**config.mk**
```make
export PLATFORM = sky130hd
export DESIGN_NAME = alarm_scheduler_flat
export DESIGN_NICKNAME = d
export VERILOG_FILES = /design/src/rtl/alarm_if.sv /design/src/rtl/alarm_scheduler.sv /design/src/flat_wrapper.sv
export SDC_FILE = /design/constraint.sdc
export NUM_CORES = 1
export LEC_CHECK = 0
export BUFFER_PORTS_ARGS = -buffer_cell sky130_fd_sc_hd__buf_2
export CAP_MARGIN = 15
export CELL_PAD_IN_SITES_DETAIL_PLACEMENT = 0
export CELL_PAD_IN_SITES_GLOBAL_PLACEMENT = 1
export CORE_MARGIN = 1.5
export CORE_UTILIZATION = 34
export DETAILED_ROUTE_END_ITERATION = 6
export PLACE_DENSITY_LB_ADDON = 0.1
export SLEW_MARGIN = 25
export SYNTH_ARGS = -nofsm -noshare
export SYNTH_HDL_FRONTEND = slang
export SYNTH_SLANG_ARGS = --single-unit
export TNS_END_PERCENT = 10
```
**constraint.sdc**
```tcl
create_clock -name clk -period 2.5 [get_ports clk]
set_input_delay 0.375 -clock clk [delete_from_list [all_inputs] [get_ports clk]]
set_output_delay 0.375 -clock clk [all_outputs]
set_load 0.02 [all_outputs]
```
**src/rtl/alarm_if.sv**
```systemverilog
// Request/control and status bundle between the alarm_scheduler
// and its requesters, the ack debouncer and the output pins.
interface alarm_if #(
  parameter int N_REQ   = 4,
  parameter int DELAY_W = 5
);
  localparam int IW = $clog2(N_REQ);

  logic [N_REQ-1:0]         req;
  logic [N_REQ-1:0]         cancel;
  logic [N_REQ*DELAY_W-1:0] delay;
  logic                     ack_n;
  logic [N_REQ-1:0]         pending;
  logic                     busy;
  logic [IW-1:0]            active_id;
  logic [DELAY_W-1:0]       count;
  logic                     alert;

  modport master (
    output req, cancel, delay, ack_n,
    input  pending, busy, active_id,
    input  count, alert
  );

  modport slave (
    input  req, cancel, delay, ack_n,
    output pending, busy, active_id,
    output count, alert
  );
endinterface

```
**src/rtl/alarm_scheduler.sv**
```systemverilog
// Round-robin sharing of one countdown timer and one alert
// output among N_REQ alarm requesters.
module alarm_scheduler #(
  parameter int N_REQ    = 4,
  parameter int DELAY_W  = 5,
  parameter int PRESCALE = 4
) (
  input logic    clk,
  input logic    rst_n,
  alarm_if.slave bus
);
  localparam int IW = $clog2(N_REQ);
  localparam int PW =
    (PRESCALE > 1) ? $clog2(PRESCALE) : 1;
  localparam logic [PW-1:0] PRE_LAST =
    PW'(PRESCALE - 1);

  typedef enum logic [1:0] {
    IDLE,
    COUNT,
    ALERT
  } state_t;

  state_t             state;
  state_t             state_nx;
  logic [N_REQ-1:0]   pend_q;
  logic [N_REQ-1:0]   pend_nx;
  logic [N_REQ-1:0]   grant;
  logic [IW-1:0]      rr_q;
  logic [IW-1:0]      rr_nx;
  logic [IW-1:0]      id_q;
  logic [IW-1:0]      id_nx;
  logic [IW-1:0]      pick;
  logic [IW-1:0]      idx;
  logic [DELAY_W-1:0] cnt_q;
  logic [DELAY_W-1:0] cnt_nx;
  logic [PW-1:0]      pre_q;
  logic [PW-1:0]      pre_nx;
  logic               found;
  logic               abort;

  // First pending bit at or above rr_q; index wraps mod N_REQ.
  always_comb begin
    found = 1'b0;
    pick  = rr_q;
    idx   = rr_q;
    for (int k = 0; k < N_REQ; k++) begin
      idx = rr_q + IW'(k);
      if (!found && pend_q[idx]) begin
        found = 1'b1;
        pick  = idx;
      end
    end
  end

  assign abort = bus.cancel[id_q];

  always_comb begin
    state_nx = state;
    rr_nx    = rr_q;
    id_nx    = id_q;
    cnt_nx   = cnt_q;
    pre_nx   = pre_q;
    grant    = '0;
    unique case (state)
      IDLE: begin
        if (found) begin
          grant[pick] = 1'b1;
          id_nx       = pick;
          rr_nx       = pick + 1'b1;
          cnt_nx      =
            bus.delay[32'(pick)*DELAY_W +: DELAY_W];
          pre_nx      = '0;
          state_nx    = COUNT;
        end
      end
      COUNT: begin
        if (abort) begin
          state_nx = IDLE;
        end else if (cnt_q == '0) begin
          state_nx = ALERT;
        end else if (pre_q == PRE_LAST) begin
          pre_nx = '0;
          cnt_nx = cnt_q - 1'b1;
        end else begin
          pre_nx = pre_q + 1'b1;
        end
      end
      ALERT: begin
        if (abort || !bus.ack_n) begin
          state_nx = IDLE;
        end
      end
      default: state_nx = IDLE;
    endcase
    pend_nx = (pend_q | bus.req)
            & ~bus.cancel & ~grant;
  end

  always_ff @(posedge clk or negedge rst_n) begin
    if (!rst_n) begin
      state  <= IDLE;
      pend_q <= '0;
      rr_q   <= '0;
      id_q   <= '0;
      cnt_q  <= '0;
      pre_q  <= '0;
    end else begin
      state  <= state_nx;
      pend_q <= pend_nx;
      rr_q   <= rr_nx;
      id_q   <= id_nx;
      cnt_q  <= cnt_nx;
      pre_q  <= pre_nx;
    end
  end

  assign bus.pending   = pend_q;
  assign bus.busy      = (state != IDLE);
  assign bus.active_id = id_q;
  assign bus.count     = cnt_q;
  assign bus.alert     = (state == ALERT);
endmodule

```
**src/flat_wrapper.sv**
```systemverilog
// flat-port wrapper written by rule: the top's interface ports become plain ports
module alarm_scheduler_flat 
#(
  parameter int N_REQ    = 4,
  parameter int DELAY_W  = 5,
  parameter int PRESCALE = 4
)
  (clk, rst_n, bus_req, bus_cancel, bus_delay, bus_ack_n, bus_pending, bus_busy, bus_active_id, bus_count, bus_alert);
  alarm_if #(.N_REQ(N_REQ), .DELAY_W(DELAY_W)) bus_i ();
  input logic clk;
  input logic rst_n;
  input wire logic [$bits(bus_i.req)-1:0] bus_req;
  input wire logic [$bits(bus_i.cancel)-1:0] bus_cancel;
  input wire logic [$bits(bus_i.delay)-1:0] bus_delay;
  input wire logic [$bits(bus_i.ack_n)-1:0] bus_ack_n;
  output wire logic [$bits(bus_i.pending)-1:0] bus_pending;
  output wire logic [$bits(bus_i.busy)-1:0] bus_busy;
  output wire logic [$bits(bus_i.active_id)-1:0] bus_active_id;
  output wire logic [$bits(bus_i.count)-1:0] bus_count;
  output wire logic [$bits(bus_i.alert)-1:0] bus_alert;
  assign bus_i.req = bus_req;
  assign bus_i.cancel = bus_cancel;
  assign bus_i.delay = bus_delay;
  assign bus_i.ack_n = bus_ack_n;
  assign bus_pending = bus_i.pending;
  assign bus_busy = bus_i.busy;
  assign bus_active_id = bus_i.active_id;
  assign bus_count = bus_i.count;
  assign bus_alert = bus_i.alert;
  alarm_scheduler #(.N_REQ(N_REQ), .DELAY_W(DELAY_W), .PRESCALE(PRESCALE)) u_core (.clk(clk), .rst_n(rst_n), .bus(bus_i));
endmodule
```
### Word-level counts from Yosys, hierarchy flattened

Index checks and enable logic that the tools add are counted.

* mux-type cells: 36
* $add $sub $neg: 6
* equality and inequality tests: 9
* $lt $le $gt $ge: 7
* bitwise gates (word level): 5
* reductions and logical operators: 17
* shifts and indexed selects: 1
* multipliers: 1

Operators with widths (count)
* 2-bit two-way mux: 11
* 5-bit two-way mux: 4
* 20-bit by 6-bit indexed part select with 5-bit output: 1
* 2-bit by 3-bit less-than comparator with 1-bit output, second input constant: 6
* 1-bit binary-select mux with 2-bit select: 5
* 1-bit two-way mux: 10
* 5-bit case mux with 2 select lines: 1
* 4-bit bitwise AND: 2
* 4-bit two-way mux: 2
* 4-bit NOT: 2
* 2-bit by 1-bit adder with 2-bit output, second input constant: 3
* 2-bit by 1-bit != test with 1-bit output, second input constant: 3
* 2-bit case mux with 3 select lines: 1
* 5-bit logical NOT: 1
* 2-bit by 3-bit multiplier with 5-bit output, second input constant: 1
* 5-bit AND reduction: 1
* 5-bit by 1-bit subtractor with 5-bit output, second input constant: 1
* 2-bit adder, second input constant: 2
* 2-bit equality test, second input constant: 2
* 1-bit logical AND: 4
* 1-bit logical NOT: 4
* 2-bit != test, second input constant: 2
* 4-bit bitwise OR: 1
* 2-bit case mux with 2 select lines: 1
* 10 further kinds: 11

* register bits: 17
* word-level logic and storage cells: 88
* input port bits: 31

### Depth between registers and ports, before layout

* depth in word-level cells: 20
* gate-level depth with buffers: 8
* gate-level depth less buffers: 8

### Worst setup path after synthesis

No wires, ideal clock.

* path type: register -> register
* from: register u_core.pend_q[1] (netlist: u_core.bus.pending[1])
* to: register u_core.cnt_q[2] (netlist: u_core.bus.count[2])
* setup slack: 0.585 ns
* clock period less this slack: 1.915 ns
* arrival time: 1.786 ns
* stages on the path, launching flop included: 8
* data required time: 2.371 ns
* setup time: 0.129 ns
* cell sequence: dfrtp_1 > and2b_2 > o21ai_0 > o311a_2 > buf_4 > mux2_2 > o21ai_0 > a21oi_1

* longest elaborated chain between the ends: 16

RTL lines
* from (decl): line alarm_scheduler.sv:26 `logic [N_REQ-1:0] pend_q;`
* from (signal assigned): line alarm_scheduler.sv:110 `pend_q <= pend_nx;`
* 1-bit binary-select mux with 2-bit select: line alarm_scheduler.sv:49 `if (!found && pend_q[idx]) begin`
* 1-bit two-way mux (implied by the code): line alarm_scheduler.sv:49
* 1-bit two-way mux: line alarm_scheduler.sv:49
* 1-bit logical NOT: line alarm_scheduler.sv:49
* 1-bit logical AND: line alarm_scheduler.sv:49
* 1-bit two-way mux: line alarm_scheduler.sv:49
* 1-bit logical NOT: line alarm_scheduler.sv:49
* 1-bit logical AND: line alarm_scheduler.sv:49
* 1-bit two-way mux: line alarm_scheduler.sv:49
* 1-bit logical NOT: line alarm_scheduler.sv:49
* 1-bit logical AND: line alarm_scheduler.sv:49
* 2-bit two-way mux: line alarm_scheduler.sv:49
* 2-bit by 3-bit multiplier with 5-bit output: line alarm_scheduler.sv:72 `bus.delay[32'(pick)*DELAY_W +: DELAY_W];`
* 20-bit by 6-bit indexed part select with 5-bit output: line alarm_scheduler.sv:72
* 5-bit two-way mux: line alarm_scheduler.sv:67 `if (found) begin`
* 5-bit case mux with 2 select lines: line alarm_scheduler.sv:65 `unique case (state)`
* to (signal assigned): line alarm_scheduler.sv:113 `cnt_q <= cnt_nx;`
* to (decl): line alarm_scheduler.sv:35 `logic [DELAY_W-1:0] cnt_q;`

Parallel ways exist; a longest one is shown, timed or not. The select of a mux whose other input is x is not followed.
A chain may end at the register's enable or synchronous reset.

### Worst setup path after layout

Ends and elaborated chain as after synthesis.

==> flow_metrics.env <==
export IMPL_status="finished clean"
export IMPL_drt_pass1_iterations=4
export IMPL_crit_fanout=11
export IMPL_critPathArrivalTime_ns=2.22
export IMPL_cts_tree="done"
export IMPL_yosysWarnings=0
export IMPL_detail_route_wl_per_cell_um=13.38
export IMPL_ys_ff_latch=17
export IMPL_dpl_hpwl_mm=2.220
export IMPL_period_minus_slack_ns=2.052
export IMPL_port_buffers=43
export IMPL_dp_cells=204
export IMPL_synth_seq_area_share_pct=38.81
export IMPL_crit_required_ns=2.67
export IMPL_combPwrFrac_pct=61.4
export IMPL_grt_use_total_pct=17.33
export IMPL_grt_pass1_wl_mm=4.671
export IMPL_stdcell_count=208
export IMPL_drtIter0Drc=50
export IMPL_maxCapViolCount=0
export IMPL_post_cts_setup_buffer_count=0
export IMPL_gp_congestion=0.8001
export IMPL_clkSinkCount=17
export IMPL_grt_pass1_vias=1016
export IMPL_rsz0062_at_grt="false"
export IMPL_drv_slew=0
export IMPL_synth_nets=152
export IMPL_timing_final_crit_share_pct=82.08
export IMPL_numCtsBuffers=3
export IMPL_synth_ff_type="dfrtp_1"
export IMPL_drc=0
export IMPL_worst_slew_pin_slew_ns=0.4363
export IMPL_async_reset_ff_share_pct=100.0
export IMPL_p_seq_share_pct=30.2
export IMPL_clockPowerShare_pct=8.4
export IMPL_setup_slack_ns=0.4481
export IMPL_synth_edff_count=0
export IMPL_sw_frac_of_total_pct=46.49
export IMPL_ios=44
export IMPL_num_vias=1034
export IMPL_synthCells=118
export IMPL_nets=199
export IMPL_htreeDepth=1
export IMPL_clk_path_buf_depth=2
export IMPL_ys_types=42
export IMPL_start_kind="flop"
export IMPL_final_area_mm2=0.001385
export IMPL_synthTopCellsByArea="dfrtp_1, mux2i_1, nor2_1"
export IMPL_pre_cts_ws_ns=0.4394
export IMPL_r2r_cells=6
export IMPL_dieArea_mm2=0.003573
export IMPL_syn_area_mm2=0.001096
export IMPL_fin_setup_tns_ns=0
export IMPL_clk_pin_slew_ns=0.10
export IMPL_crit_type="flop to flop"
export IMPL_clkLatencyLatePin_ns=0.28
export IMPL_grt_overflow=0
export IMPL_grt_max_degree=18
export IMPL_hold_violations=0
export IMPL_crit_start="u_core.bus.pending[1]"
export IMPL_syn_avg_cell_area_um2=9.289
export IMPL_die_y_um=59.78
export IMPL_diodes=0
export IMPL_p_switching_w=0.0007914
export IMPL_drt_wl_total_mm=2.783
export IMPL_vias_per_cell=4.971
export IMPL_drtAntennaViolNets=0
export IMPL_setup_viol=0
export IMPL_syn_to_final_growth_pct=26.37
export IMPL_cts_root_buf="clkbuf_4"
export IMPL_postPlaceCellArea_mm2=0.001359
export IMPL_rr_endpoint="u_core.bus.count[2]"
export IMPL_reg2reg_setup_slack_ns=0.45
export IMPL_cts_resized=0
export IMPL_synth_top_area_cell="dfrtp_1"
export IMPL_hold_path_class="input port to asynchronous set/reset pin"
export IMPL_layout_drive_gt1_share_pct=34.15
export IMPL_dieWidth_um=59.78
export IMPL_yosysTopAreaCellShare_pct=38.81
export IMPL_fin_skew_ns=0.002776
export IMPL_r2r_start="u_core.bus.pending[1]"
export IMPL_hold_buffers=0
export IMPL_antenna_found_initial=0
export IMPL_initial_core_util_pct=35.90
export IMPL_core_area_mm2=0.003053
export IMPL_clock_fmax_ghz=0.4874
export IMPL_fillCellCount=328
export IMPL_intPower_w=0.0009108
export IMPL_relSlewSlack_pct=70.51
export IMPL_power_density_mw_per_mm2=1229
export IMPL_endpoint_kind="flop"
export IMPL_leakage_nw=0.6907
export IMPL_placementRows=20
export IMPL_max_vdd_ir_drop_uv=447.0
## cells in the final DEF (no fill, tap or decap), types with 2 or more instances in the layout
cell type / Yosys / layout
a21oi_1: 3 / 3
and2b_1: 2 / 2
buf_2: 0 / 43
buf_4: 1 / 2
clkbuf_4: 0 / 3
dfrtp_1: 17 / 17
ha_1: 3 / 3
inv_1: 4 / 4
mux2_2: 3 / 3
mux2i_1: 8 / 8
nand2_1: 8 / 8
nand2b_1: 2 / 2
nor2_1: 17 / 17
nor2b_1: 3 / 3
nor3_1: 4 / 4
nor3b_1: 2 / 2
nor4_1: 2 / 2
o21a_1: 3 / 3
o21ai_0: 9 / 9
o22ai_1: 3 / 3
## flip-flops by register name (all words and copies together), names as in the netlist
| register | cells |
|---|---|
| u_core.bus.pending | 4 |
| u_core.pre_q | 2 |
| u_core.rr_q | 2 |
| u_core.bus.active_id | 2 |
| u_core.bus.count | 5 |
| u_core.state | 2 |
## critical path: stages (launching register included)
cell     delay [ns]
dfrtp_1        0.50
and2b_2        0.25
o21ai_0        0.14
o311a_2        0.38
mux2_2         0.38
o32ai_1        0.22
a21oi_1        0.06
## synth_stat cells, types with 3 or more instances
master	number
dfrtp_1	17
nor2_1	17
o21ai_0	9
mux2i_1	8
nand2_1	8
inv_1	4
nor3_1	4
a21oi_1	3
ha_1	3
mux2_2	3
nor2b_1	3
o21a_1	3
o22ai_1	3
## worst max-delay path by stage
stage | endpoint | slack, ns
5_1_grt | u_core.bus.count[2] | 0.28
2_1_floorplan | u_core.bus.count[2] | 0.58
6_report | u_core.bus.count[2] | 0.45
3_5_place_dp | u_core.bus.count[2] | 0.44
3_3_place_gp | u_core.bus.count[2] | 0.48
4_1_cts | u_core.bus.count[2] | 0.44
## metal layers
layer	vias to the layer above	global-route usage, %	part of all wire (%)
li1	527	-	-
met1	478	24.76	48
met2	27	27.17	46
met3	2	2.597	5.3
met4	0	4.762	0.68
met5	-	0	0
## power groups by stage
stage	clock network [W]	registers, W	logic (W)
CTS	0.000151	0.000514	0.00106
finish	0.000143	0.000514	0.00104
global placement	0	0.000516	0.00104
detailed placement	0	0.000520	0.00105
floorplan	0	0.000579	0.000727
global route	0.000168	0.000538	0.00117
## layout make-up
| type | instances | area [um^2] | area share [%] |
|---|---|---|---|
| Multi-Input combinational cell | 94 | 633.1 | 45.71 |
| Clock buffer | 4 | 26.28 | 1.897 |
| Inverter | 4 | 15.01 | 1.084 |
| Timing Repair Buffer | 45 | 230.2 | 16.62 |
| Sequential cell | 17 | 425.4 | 30.71 |
| Tap cell | 44 | 55.05 | 3.975 |
## cells by family (layout without fill, tap and decap cells)
family          count (synthesis)  in the layout  synth area share (%)
compound gates                 30             30                 18.84
buf+inv                         7             53                 3.424
flops                          17             17                 38.81
mux                            12             12                 12.44
simple gates                   47             47                 21.46
fa+ha+maj                       3              3                 3.425
xor+xnor                        2              2                 1.598
## through the flow
| stage | util [%] | hold WS, ns | power, W |
|---|---|---|---|
| after floorplan | - | 0.07941 | 0.001307 |
| after global placement | 44.51 | 0.3224 | 0.001558 |
| after detailed placement | 44.51 | 0.3304 | 0.001574 |
| after CTS | 45.37 | 0.01725 | 0.001722 |
| after global routing | 45.37 | 0.009166 | 0.001879 |
| final | 45.37 | 0.006574 | 0.001702 |
Power figures use the tool's default switching activity.
